## src/rtl/adsu_pipe.sv

```systemverilog
// adsu_pipe: pipelined two's-complement add/sub with valid/ready handshake, carry and overflow.
// Define ADSU_SAT_EN to clamp overflowed results to the signed range limits.
module adsu_pipe #(
  parameter int unsigned W   = 9,
  parameter int unsigned LAT = 2
) (
  input  logic         clk,
  input  logic         rst_n,
  input  logic [W-1:0] a_i,
  input  logic [W-1:0] b_i,
  input  logic         ci_i,
  input  logic         add_i,
  input  logic         in_valid_i,
  output logic         in_ready_o,
  output logic [W-1:0] s_o,
  output logic         co_o,
  output logic         ofl_o,
  output logic         out_valid_o,
  input  logic         out_ready_i,
  input  logic         clr_i,
  output logic         ofl_sticky_o
);

  localparam int unsigned WS = W + 1;

  logic [W-1:0] bb_c;
  logic [W:0]   sum_c;
  logic [W-1:0] s1_c;
  logic         ofl1_c;
  logic         advance_c;
  logic         xfer_c;

  logic [W-1:0] s_q   [LAT];
  logic         co_q  [LAT];
  logic         ofl_q [LAT];
  logic         vld_q [LAT];
  logic         sticky_q;
  logic         sticky_d;

  // Stage-1 arithmetic; overflow when adder inputs share a sign the result lacks.
  always_comb begin
    bb_c   = add_i ? b_i : ~b_i;
    sum_c  = WS'(a_i) + WS'(bb_c) + WS'(ci_i);
    ofl1_c = (a_i[W-1] == bb_c[W-1]) && (sum_c[W-1] != a_i[W-1]);
`ifdef ADSU_SAT_EN
    s1_c   = ofl1_c ? (a_i[W-1] ? {1'b1, {(W-1){1'b0}}} : {1'b0, {(W-1){1'b1}}})
                    : sum_c[W-1:0];
`else
    s1_c   = sum_c[W-1:0];
`endif
  end

  // Whole pipe moves together; bubbles are kept rather than collapsed.
  always_comb begin
    advance_c = !vld_q[LAT-1] || out_ready_i;
    xfer_c    = vld_q[LAT-1] && out_ready_i;
    sticky_d  = sticky_q;
    if (clr_i) begin
      sticky_d = 1'b0;
    end
    if (xfer_c && ofl_q[LAT-1]) begin
      sticky_d = 1'b1;
    end
  end

  always_ff @(posedge clk or negedge rst_n) begin
    if (!rst_n) begin
      for (int i = 0; i < int'(LAT); i++) begin
        s_q[i]   <= '0;
        co_q[i]  <= 1'b0;
        ofl_q[i] <= 1'b0;
        vld_q[i] <= 1'b0;
      end
    end else if (advance_c) begin
      vld_q[0] <= in_valid_i;
      if (in_valid_i) begin
        s_q[0]   <= s1_c;
        co_q[0]  <= sum_c[W];
        ofl_q[0] <= ofl1_c;
      end
      for (int i = 1; i < int'(LAT); i++) begin
        s_q[i]   <= s_q[i-1];
        co_q[i]  <= co_q[i-1];
        ofl_q[i] <= ofl_q[i-1];
        vld_q[i] <= vld_q[i-1];
      end
    end
  end

  always_ff @(posedge clk or negedge rst_n) begin
    if (!rst_n) begin
      sticky_q <= 1'b0;
    end else begin
      sticky_q <= sticky_d;
    end
  end

  assign in_ready_o   = advance_c;
  assign s_o          = s_q[LAT-1];
  assign co_o         = co_q[LAT-1];
  assign ofl_o        = ofl_q[LAT-1];
  assign out_valid_o  = vld_q[LAT-1];
  assign ofl_sticky_o = sticky_q;

endmodule

```

## config.mk

```make
export PLATFORM = sky130hd
export DESIGN_NAME = adsu_pipe
export DESIGN_NICKNAME = d
export VERILOG_FILES = /design/src/rtl/adsu_pipe.sv
export SDC_FILE = /design/constraint.sdc
export NUM_CORES = 1
export LEC_CHECK = 0
export CAP_MARGIN = 20
export CORE_MARGIN = 5
export CORE_UTILIZATION = 43
export CTS_CLUSTER_DIAMETER = 80
export DETAILED_ROUTE_END_ITERATION = 10
export GPL_ROUTABILITY_DRIVEN = 0
export PLACE_DENSITY = 0.75
export SLEW_MARGIN = 20
export SYNTH_ARGS = -nofsm -noshare
export SYNTH_HDL_FRONTEND = slang
export SYNTH_SLANG_ARGS = --single-unit
```

## constraint.sdc

```tcl
create_clock -name clk -period 1.2 [get_ports clk]
set_input_delay 0.12 -clock clk [delete_from_list [all_inputs] [get_ports clk]]
set_output_delay 0.12 -clock clk [all_outputs]
set_load 0.005 [all_outputs]
```

==> impl_results.md <==
- Clock slew at reported path FFs: 0.13 ns
- RSZ-0062 raised after global routing: yes
- DP Area: 1990 um2
- Drt wl/cell: 11.2 um
- Slew of the pin with the lowest slew margin: 0.299 ns
- Core area: 3310 um2
- Max-slew violation count: 0
- Hold Vio Cnt, Final: 0
- Worst slew margin relative to its limit: 80.1%
- Post-synthesis cell count: 159
- R2R Setup Slk: 0.03 ns
- Worst EP required: 1.41 ns
- Layout cells sized above 1: 31.0%
- CP endpoint kind: register
- Layout area overhead: 51.3%
- CTS tree: yes
- Sequential area share after synthesis: 43.2%
- Final wirelength: 2930 um
- Critical path class: input port to register
- Clock sinks: 25
- IO Pins: 39
- Synth area leaders: dfrtp_1 (43%), nand2_1 (13%), xnor2_1 (7.3%)
- Leakage: 1.11 nW
- Leading area contributor after synthesis: dfrtp_1
- Die width: 68.0 um
- Post-layout min period: 1.55 ns
- Post-route ant nets: 0
- # fillers: 311
- Vias/cell: 4.56
- Worst-case clock buffer depth: 2
- Worst slack at placement: -1.24 ns
- Worst Path Arrival: 1.76 ns
- Mapped Area: 1450 um2
- Startpoint types: input port
- Row count: 21
- Initial Utilization: 43.8%
- Library cells used by synthesis: 26
- Remaining Overflow, GRT: 0
- Final period util: 130%
- Tot Pwr: 2.75 mW
- Setup Skew: 0.00675 ns
- Total CTS buffers: 3
- Die Area: 4630 um2
- Die Y: 68.0 um
- # diodes: 0
- Power Density: 1260 nW/um2
- DR DRC count: 0
- H-tree levels: 1
- RR Endpoint: ofl_q[1]
- Syn nets: 194
- Post-layout util: 66.2%
- First-pass GRT wire length: 4950 um
- Final setup TNS: -1.48 ns
- Nets: 252
- Drt first pass iters: 4
- Reg-to-reg startpoint: out_valid_o
- Reg2reg path depth: 5
- Vias in the first global route: 1,210
- Final worst slack: -0.354 ns
- Total GRT Usage: 13.6%
- Max-cap violations: 0
- Yosys warnings: 0
- # setup viols final: 8
- Largest net degree at the start of global routing: 26
- Type of the most critical hold path: input port to async pin
- Outcome: finished with violations
- Initial antenna violation count: 0
- Maximum vdd drop: 0.000450 V
- Initial drt markers: 32
- Via count: 1,194
- FF+latch count, synth: 25
- Area fraction of the dominant cell type after synthesis: 43.2%
- Worst-path fanout max: 2
- Failing checks: setup timing
- CTS root buf: clkbuf_4
- Mapped Avg Cell Area: 9.11 um2
- Dpl hpwl: 2350 um
- Maximum clock rate: 0.643 GHz
- Post-route cell area: 2190 um2
- Clock Latency Late Sink: 0.30 ns
- Number of port buffers: 38
-- worst max-delay path, stage by stage --
cell and delay [ns]:
buf_8 0.10, xnor2_4 0.15, fa_2 0.23, inv_2 0.04
fa_2 0.33, nand2b_4 0.15, a21o_1 0.18, a21oi_2 0.17
buf_4 0.14, xnor2_2 0.09, o21ai_1 0.06
-- metal layers --
| metal | vias to the layer above | GRT usage (%) | share of wire (%) |
|---|---|---|---|
| met4 | 0 | 2.98 | 0.79 |
| met2 | 36 | 25.8 | 52 |
| met5 | - | 0 | 0 |
| met1 | 533 | 15.7 | 41 |
| met3 | 2 | 2.46 | 6.4 |
| li1 | 623 | - | - |
-- final cells by class --
| class | count | area (um2) | area share [%] |
|---|---|---|---|
| multi-input combinational | 115 | 867 | 39.6 |
| sequential | 25 | 626 | 28.5 |
| timing repair buffer | 67 | 596 | 27.2 |
| tap | 46 | 57.6 | 2.63 |
| clock buffer | 3 | 22.5 | 1.03 |
| inverter | 5 | 18.8 | 0.856 |
| clock inverter | 1 | 5.00 | 0.228 |
-- cell usage after synthesis --
master     n
a211oi_1   1
fa_1       2
a21oi_2    1
a21oi_1    6
clkbuf_1   1
o211ai_1   2
nor2_1     4
ha_1       8
nor3b_1    1
inv_1      5
buf_2      3
buf_1      1
buf_4      9
o21a_1     1
a21o_1     2
nand3_1    1
nor2b_2    1
xnor2_1   12
o21bai_1   1
o31ai_2    1
o21ai_0   12
xor2_1     5
nand2_1   49
dfrtp_1   25
mux2_2     2
nand2b_1   3
-- cells in the final DEF, fill, tap and decap left out, types with 2 or more instances in the layout --
master,instances
clkbuf_2,3
nand2b_1,2
o211ai_1,2
xor2_1,5
nor2_1,4
a21oi_2,5
o21ai_1,10
fa_2,2
clkbuf_4,3
a21oi_1,2
dfrtp_1,25
a21o_1,2
buf_4,26
ha_1,6
dlymetal6s2s_1,5
nand2_1,48
ha_4,2
clkdlybuf4s50_1,13
xnor2_4,2
inv_2,4
xnor2_1,6
dlygate4sd2_1,13
xnor2_2,4
buf_8,2
buf_6,3
-- where the power goes --
| group | leakage [nW] | total, mW | switching, mW | internal (mW) |
|---|---|---|---|---|
| clock network | 0.0177 | 0.350 | 0.226 | 0.124 |
| registers | 0.309 | 1.20 | 0.121 | 1.08 |
| logic | 0.784 | 1.20 | 0.516 | 0.684 |
-- per-stage QoR --
step	hold WS [ns]	std cells
finish	0.163	262
global route	0.164	262
CTS	0.162	258
detailed placement	0.453	249
global placement	0.442	249
floorplan	-0.176	159
-- worst max path at each step --
stage | from | end | depth (start not counted)
floorplan | add_i | ofl_q[1] | 10
global placement | add_i | ofl_q[1] | 10
detailed placement | add_i | co_q[1] | 9
CTS | add_i | ofl_q[1] | 10
global route | b_i[0] | s_q[17] | 11
finish | b_i[0] | s_q[17] | 11
-- cell families after synthesis --
| logic type | after synthesis | share of synthesized area, % |
|---|---|---|
| adders and majority gates | 10 | 9.67 |
| buffers and inverters | 19 | 7.51 |
| muxes | 2 | 1.55 |
| xor gates and xnor gates | 17 | 10.3 |
| DFF | 25 | 43.2 |
| AOI/OAI and AO/OA | 27 | 11.3 |
| and+or+nand+nor | 59 | 16.5 |
-- what timing repair did --
| action | CTS | global route |
|---|---|---|
| pin swaps | 16 | 33 |
| gates resized for setup | 45 | 30 |
| setup buffers | 5 | 4 |
| hold buffers | 0 | 0 |
| endpoints found under the setup margin | 25 | 10 |
No activity file was read; power rests on OpenSTA's default activity.
